File: src/rtl/button_pkg.sv
// rtl/button_pkg.sv - shared state encoding and time conversion for the button event path
package button_pkg;

   typedef enum logic [1:0] {
      ST_RELEASED  = 2'd0,
      ST_HOLD_WAIT = 2'd1,
      ST_REPEATING = 2'd2
   } ev_state_t;

   function automatic int unsigned ms_to_cycles(input int unsigned clk_hz, input int unsigned ms);
      return clk_hz / 1000 * ms;
   endfunction

endpackage

File: src/rtl/btn_sync_debounce.sv
// rtl/btn_sync_debounce.sv - two-flop synchroniser plus stable-time debounce of an active-low pin
module btn_sync_debounce #(
   parameter int unsigned DB_CYC = 4
) (
   input  logic real_clk,
   input  logic rst,
   input  logic raw,
   output logic level
);

   localparam int DBW = $clog2(DB_CYC + 1);

   logic           s1;
   logic           s2;
   logic [DBW-1:0] db_cnt;

   always_ff @(posedge real_clk or posedge rst) begin
      if (rst) begin
         s1     <= 1'b0;
         s2     <= 1'b0;
         db_cnt <= '0;
         level  <= 1'b0;
      end else begin
         s1 <= ~raw;
         s2 <= s1;
         // Any cycle of agreement restarts the stable-time window.
         if (s2 == level) begin
            db_cnt <= '0;
         end else if (db_cnt == DBW'(DB_CYC - 1)) begin
            level  <= s2;
            db_cnt <= '0;
         end else begin
            db_cnt <= db_cnt + 1'b1;
         end
      end
   end

endmodule

File: src/rtl/button_event_gen.sv
// rtl/button_event_gen.sv - debounced push-button to press/release/step pulses with hold-to-repeat
module button_event_gen
   import button_pkg::*;
#(
   parameter int unsigned CLK_HZ      = 12_000_000,
   parameter int unsigned DEBOUNCE_MS = 20,
   parameter int unsigned HOLD_MS     = 500,
   parameter int unsigned REPEAT_MS   = 100
) (
   input  logic real_clk,
   input  logic rst,
   input  logic btn_n,
   output logic pressed,
   output logic press_pulse,
   output logic release_pulse,
   output logic step_pulse,
   output logic repeat_active
);

   localparam int unsigned DB_CYC   = ms_to_cycles(CLK_HZ, DEBOUNCE_MS);
   localparam int unsigned HOLD_CYC = ms_to_cycles(CLK_HZ, HOLD_MS);
   localparam int unsigned REP_CYC  = ms_to_cycles(CLK_HZ, REPEAT_MS);
   localparam int unsigned TMR_MAX  = (HOLD_CYC > REP_CYC) ? HOLD_CYC : REP_CYC;
   localparam int          TW       = $clog2(TMR_MAX + 1);

   ev_state_t       state, state_nx;
   logic [TW-1:0]   tmr, tmr_nx;
   logic            pressed_d;
   logic            press_nx, release_nx, step_nx, rep_nx;
   logic            rise, fall;

   btn_sync_debounce #(.DB_CYC(DB_CYC)) u_sync_debounce (
      .real_clk (real_clk),
      .rst      (rst),
      .raw      (btn_n),
      .level    (pressed)
   );

   assign rise = pressed & ~pressed_d;
   assign fall = ~pressed & pressed_d;

   always_ff @(posedge real_clk or posedge rst) begin
      if (rst) begin
         state         <= ST_RELEASED;
         tmr           <= '0;
         pressed_d     <= 1'b0;
         press_pulse   <= 1'b0;
         release_pulse <= 1'b0;
         step_pulse    <= 1'b0;
         repeat_active <= 1'b0;
      end else begin
         state         <= state_nx;
         tmr           <= tmr_nx;
         pressed_d     <= pressed;
         press_pulse   <= press_nx;
         release_pulse <= release_nx;
         step_pulse    <= step_nx;
         repeat_active <= rep_nx;
      end
   end

   // Release is tested before timer expiry so it always wins a tie.
   always_comb begin
      state_nx   = state;
      tmr_nx     = tmr;
      press_nx   = 1'b0;
      release_nx = 1'b0;
      step_nx    = 1'b0;
      case (state)
         ST_RELEASED: begin
            if (rise) begin
               press_nx = 1'b1;
               step_nx  = 1'b1;
               tmr_nx   = '0;
               state_nx = ST_HOLD_WAIT;
            end
         end
         ST_HOLD_WAIT: begin
            tmr_nx = tmr + 1'b1;
            if (fall) begin
               release_nx = 1'b1;
               state_nx   = ST_RELEASED;
            end else if (HOLD_MS != 0 && tmr == TW'(HOLD_CYC - 1)) begin
               step_nx  = 1'b1;
               tmr_nx   = '0;
               state_nx = ST_REPEATING;
            end
         end
         ST_REPEATING: begin
            tmr_nx = tmr + 1'b1;
            if (fall) begin
               release_nx = 1'b1;
               state_nx   = ST_RELEASED;
            end else if (tmr == TW'(REP_CYC - 1)) begin
               step_nx = 1'b1;
               tmr_nx  = '0;
            end
         end
         default: state_nx = ST_RELEASED;
      endcase
      rep_nx = (state_nx == ST_REPEATING);
   end

endmodule

File: config.mk
export PLATFORM = sky130hd
export DESIGN_NAME = button_event_gen
export DESIGN_NICKNAME = d
export VERILOG_FILES = /design/src/rtl/button_pkg.sv /design/src/rtl/btn_sync_debounce.sv /design/src/rtl/button_event_gen.sv
export SDC_FILE = /design/constraint.sdc
export NUM_CORES = 1
export LEC_CHECK = 0
export BUFFER_PORTS_ARGS = -buffer_cell sky130_fd_sc_hd__buf_2
export CAP_MARGIN = 20
export CORE_MARGIN = 2
export CORE_UTILIZATION = 35
export CTS_CLUSTER_SIZE = 28
export DETAILED_ROUTE_END_ITERATION = 16
export PLACE_DENSITY_LB_ADDON = 0.1
export SETUP_SLACK_MARGIN = 0.4
export SLEW_MARGIN = 40
export SYNTH_ARGS = -nofsm -noshare
export SYNTH_HDL_FRONTEND = slang
export SYNTH_SLANG_ARGS = --single-unit
File: constraint.sdc
create_clock -name real_clk -period 3 [get_ports real_clk]
set_input_delay 0.15 -clock real_clk [delete_from_list [all_inputs] [get_ports real_clk]]
set_output_delay 0.15 -clock real_clk [all_outputs]
set_load 0.01 [all_outputs]
**Word-level counts from Yosys, hierarchy flattened**

Index checks and enable logic that the tools add are counted.

- Reductions and logical operators: 5
- Equal/unequal tests: 8
- Multiplexer cells: 22
- $add $sub $neg: 2
- Bitwise gates (word level): 6

Operator list:

| kind | number |
|---|---|
| two-way mux 23 bit | 5 |
| case mux 23 bit (3 select lines) | 1 |
| two-way mux 18 bit | 2 |
| adder 23 x 1 -> 23 bit (second input constant) | 1 |
| equality test 23 x 21 -> 1 bit (second input constant) | 1 |
| equality test 23 bit (second input constant) | 1 |
| adder 18 x 1 -> 18 bit (second input constant) | 1 |
| equality test 18 bit (second input constant) | 1 |
| two-way mux 1 bit | 8 |
| two-way mux 2 bit | 4 |
| case mux 2 bit (3 select lines) | 1 |
| equality test 2 bit (second input constant) | 2 |
| NOT 1 bit | 4 |
| AND reduction 2 bit | 2 |
| case mux 1 bit (3 select lines) | 1 |
| nonzero test 3 bit | 1 |
| AND 1 bit | 2 |
| equality test 2 x 1 -> 1 bit (second input constant) | 1 |
| zero test 2 bit | 1 |
| != test 2 bit (second input constant) | 1 |
| OR reduction 2 bit | 1 |
| equality test 1 bit | 1 |

- Word-level logic and storage cells: 54
- Flip-flop bits (word level): 51
- Output and inout port bits: 5

**Depth between registers and ports, before layout**

- Depth after elaboration: 5
- Gate-level depth with buffers: 8
- Depth with buffers taken out: 7

**Modules after synthesis**

Synthesis repeated with hierarchy kept, for this count alone.

- Cell total of the unflattened synthesis: 282
- Area total of the unflattened synthesis: 2748.9 um2

By module, submodules not included:

| module | area each (um2) | cells each | times used |
|---|---|---|---|
| button_event_gen | 1712.9 | 180 | 1 |
| btn_sync_debounce | 1036.0 | 102 | 1 |

**Worst setup path before layout**

Ideal clock, no wire load.

- Kind: register to register
- Start: register state[0]
- End: register tmr[22]
- Setup slack: 0.953 ns
- Library setup time: 0.073 ns
- Arrival: 1.974 ns
- Stages on the path, launching flop included: 8
- Cell sequence: dfrtp_1 > inv_1 > ha_1 > inv_1 > o211ai_4 > or4_4 > or3_1 > a21oi_2

- Cells in the longest elaborated chain, start to end: 3
- Elaborated cells between the ends (all ways): 7
- Classes of those cells: eq/ne: 3; mux: 1; reduce/logical: 3

Ends and longest elaborated chain:

| item | line | source |
|---|---|---|
| start: declaration | button_event_gen.sv:26 | `ev_state_t state, state_nx;` |
| start signal: assignment | button_event_gen.sv:52 | `state <= state_nx;` |
| equality test 2 bit (tied with other cells) | button_event_gen.sv:69 | `case (state)` |
| nonzero test 3 bit (no line) / != test 2 bit (equally long branches) | - |  |
| AND reduction 2 bit (no line) | - |  |
| end signal: assignment | button_event_gen.sv:53 | `tmr <= tmr_nx;` |
| end: declaration | button_event_gen.sv:27 | `logic [TW-1:0] tmr, tmr_nx;` |

Parallel ways exist; a longest one is shown, timed or not.
A chain may end at the register's enable or synchronous reset.

**Final worst setup path**

- Start: register tmr[14]
- End: register tmr[7]

- Cells in the longest elaborated chain, start to end: 4
- Elaborated cells between the ends (all ways): 7
- Classes of those cells: eq/ne: 2; mux: 5

Ends and longest elaborated chain:

| item | line |
|---|---|
| equality test 23 x 21 -> 1 bit / equality test 23 bit (equally long branches) | button_event_gen.sv:94, button_event_gen.sv:83 |
| two-way mux 23 bit (on tied branches) | button_event_gen.sv:94, button_event_gen.sv:83 |
| two-way mux 23 bit (on tied branches) | button_event_gen.sv:91, button_event_gen.sv:80 |
| case mux 23 bit (3 select lines) (*) | button_event_gen.sv:69 |

Every way passes the cells marked *; elsewhere a longest branch is shown, timed or not.

==> results_dict.tcl <==
set metrics [dict create \
    status "finished, final reports clean" \
    hold_violations 0 \
    required_ps 3170 \
    die_area_um2 8540 \
    end_kind "register" \
    slew_viol_final 0 \
    p_sw_share_pct 23.4 \
    row_count 32 \
    vdd_ir_drop_max_mv 0.188 \
    p_int_w 0.000859 \
    setup-violations-final 0 \
    synth_seq_area_share_pct 46.6 \
    power.share.clock_pct 35.3 \
    yosysWarnings 0 \
    cellPowerDensity_nw_per_um2 375 \
    slowest_stage "nor4_1" \
    cpLargestDelayFamily "simple AND/OR/NAND/NOR gates" \
    critPathMaxFanout 10 \
    hpwl_mm 4.15 \
    dp_cells 396 \
    ys_ff_latch 51 \
    die_width_um 92.4 \
    cts.sinks 51 \
    yosys.area.top_type "dfrtp_1" \
    avgSynthCellArea_um2 9.34 \
    clkTransAtPathRegs_ps 100 \
    cts_tree "yes" \
    grt-ovfl-total 0 \
    synth-async-reset-ratio_pct 100 \
    syn_inst 293 \
    postCtsSetupRepairBufs 0 \
    multi_input_area_um2 1370 \
    pwr-share-comb_pct 2.6 \
    instances_no_fill 405 \
    avgViaCountPerCell 5.26 \
    min_period_ps 2390 \
    crit_chain "nand4b_1 > nor4_1 > a21oi_1 > nor2_1 > o221ai_1" \
    ant_nets 0 \
    finalNetCount 312 \
    grt_start_max_net_pins 52 \
    n_antenna_cell 0 \
    gp_congestion 0.760 \
    worst_setup_path_start_kind "register" \
    ff_latch_area_um2 1280 \
    p_leak_nw 1.24 \
    fmax_mhz 418 \
    seqPwrFrac_pct 62.1 \
    dr.pass1.iters 4 \
    numCtsBuffers 5 \
    final_common_cell "dfrtp_1" \
    syn_nets 302 \
    num_vias 2131 \
    grt_antenna_before_repair 0 \
    drc 0 \
    core_um2 7650 \
    wl_per_cell_um 14.7 \
    period_share_pct 79.8 \
    ys.flop_type "dfrtp_1" \
    crit_arrival_ps 2560 \
    htree_levels 2 \
    slew_headroom_pct 46.9 \
    numPortBuffers 7 \
    syn_to_final_growth_pct 9.33 \
    drt_iter0_markers 101 \
    hp-class "register to register" \
    grt_use_total_pct 15.0 \
    cts.path.max_buffers 2 \
    rsz0062_at_grt "no" \
    final_cell_mix "dfrtp_1, nor2_1, nand2_1" \
    die_y_um 92.4 \
    switchingPower_w 0.000262 \
    drt-total-wl_mm 5.95 \
    synth_area_um2 2740 \
    synth-edff-count 0 \
    fin_setup_tns_ps 0 \
    yosysUniqueCellTypes 48 \
    layout-drive-gt1-share_pct 10.9 \
    clock_latency_ps 310 \
    skew_ps 12.3 \
    maxCapViolations 0 \
    synthTopCellsByArea "dfrtp_1, nor2_1, xnor2_1" \
    power_w 0.00112 \
    grt_pass1_vias 2003 \
    timing.hold.ws_ps 358 \
    grt_pass1_wl_mm 10.2 \
    fill_cells 794 \
    cts-root-buf "clkbuf_8" \
    tightest_slew_ps 789 \
    synth_top_area_share_pct 46.6 \
    initial_utilization_pct 35.8 \
    critPathMaxStageDelay_ps 550 \
    path_class "register to register" \
    critPathBufInv 0 \
    pin_count 8 \
]
[power groups by stage]
| stage | sequential (W) | combinational (W) | clock [W] |
|---|---|---|---|
| 6_report | 0.000696 | 0.0000290 | 0.000396 |
| 5_1_grt | 0.000697 | 0.0000348 | 0.000440 |
| 4_1_cts | 0.000696 | 0.0000310 | 0.000410 |
| 3_5_place_dp | 0.000709 | 0.0000289 | 0 |
| 3_3_place_gp | 0.000709 | 0.0000281 | 0 |
| 2_1_floorplan | 0.000708 | 0.0000202 | 0 |
[registers in the layout (all words and copies together) (netlist names)]
signal / flops
release_pulse: 1
u_sync_debounce.s1: 1
u_sync_debounce.db_cnt: 18
state: 2
u_sync_debounce.s2: 1
step_pulse: 1
pressed_d: 1
press_pulse: 1
u_sync_debounce.level: 1
tmr: 23
repeat_active: 1
[what timing repair did]
action | CTS | global route
hold buffers | 2 | 0
hold endpoints to repair | 52 | 0
resized for setup | 0 | 0
[area by class of cell]
type | count | share of cell area (%)
sequential | 51 | 42.7
clock buffer | 5 | 2.30
clock inverter | 2 | 0.460
inverter | 11 | 1.46
tap | 102 | 4.27
timing repair buffer | 14 | 3.09
multi-input combinational | 220 | 45.8
[path summary, 6_finish.rpt]
kind,startpoint,to,slack (ps),depth (start not counted)
setup reg to reg,tmr[14],tmr[7],610,5
hold reg to reg,u_sync_debounce.s1,u_sync_debounce.s2,360,0
max in group asynchronous,rst,u_sync_debounce.s2,2090,3
hold / removal,u_sync_debounce.s1,u_sync_debounce.s2,360,0
min in group asynchronous,rst,tmr[16],470,3
setup / recovery,tmr[14],tmr[7],610,5
[stage by stage]
stage	worst slack [ps]	utilization, %	cell area, um2
after floorplan	953	-	2740
after global routing	416	39.1	2990
after CTS	656	39.1	2990
after detailed placement	686	37.8	2890
final	606	39.1	2990
after global placement	551	37.7	2880
[logic make-up (layout without fill, tap and decap cells)]
kind of cell / Yosys count / count (layout) / synth area share (%)
flip-flops: 51 / 51 / 46.6
AND/OR/NAND/NOR: 144 / 144 / 27.9
XOR/XNOR: 26 / 26 / 8.32
buffers and inverters: 22 / 32 / 3.57
AO/OA/AOI/OAI: 43 / 43 / 10.4
multiplexers: 1 / 1 / 0.411
adder cells (fa/ha/maj): 6 / 6 / 2.74
[cell usage after synthesis (2+ instances only)]
cell / instances
o221ai_1: 2
and3_1: 7
or2_2: 2
nor2_1: 34
xnor2_1: 13
inv_1: 11
a31oi_1: 2
o21ai_0: 15
a21oi_1: 9
nor4_1: 8
nor3_1: 10
dfrtp_1: 51
o311ai_0: 3
nor2b_1: 4
or3_1: 3
and4_1: 4
o211ai_1: 5
nand4b_1: 2
ha_1: 6
nand3_1: 14
clkbuf_1: 6
buf_2: 3
nand2b_1: 2
nand2_1: 30
xor2_1: 13
and2_1: 3
nand4_1: 10
[metal layers]
metal / track usage (%) / vias up / wire length (um)
li1: - / 1057 / -
met1: 22.0 / 1034 / 3100
met2: 22.1 / 35 / 2590
met3: 3.17 / 5 / 188
met5: 0 / - / 0
met4: 4.73 / 0 / 68
No activity file was read; power rests on OpenSTA's default activity.
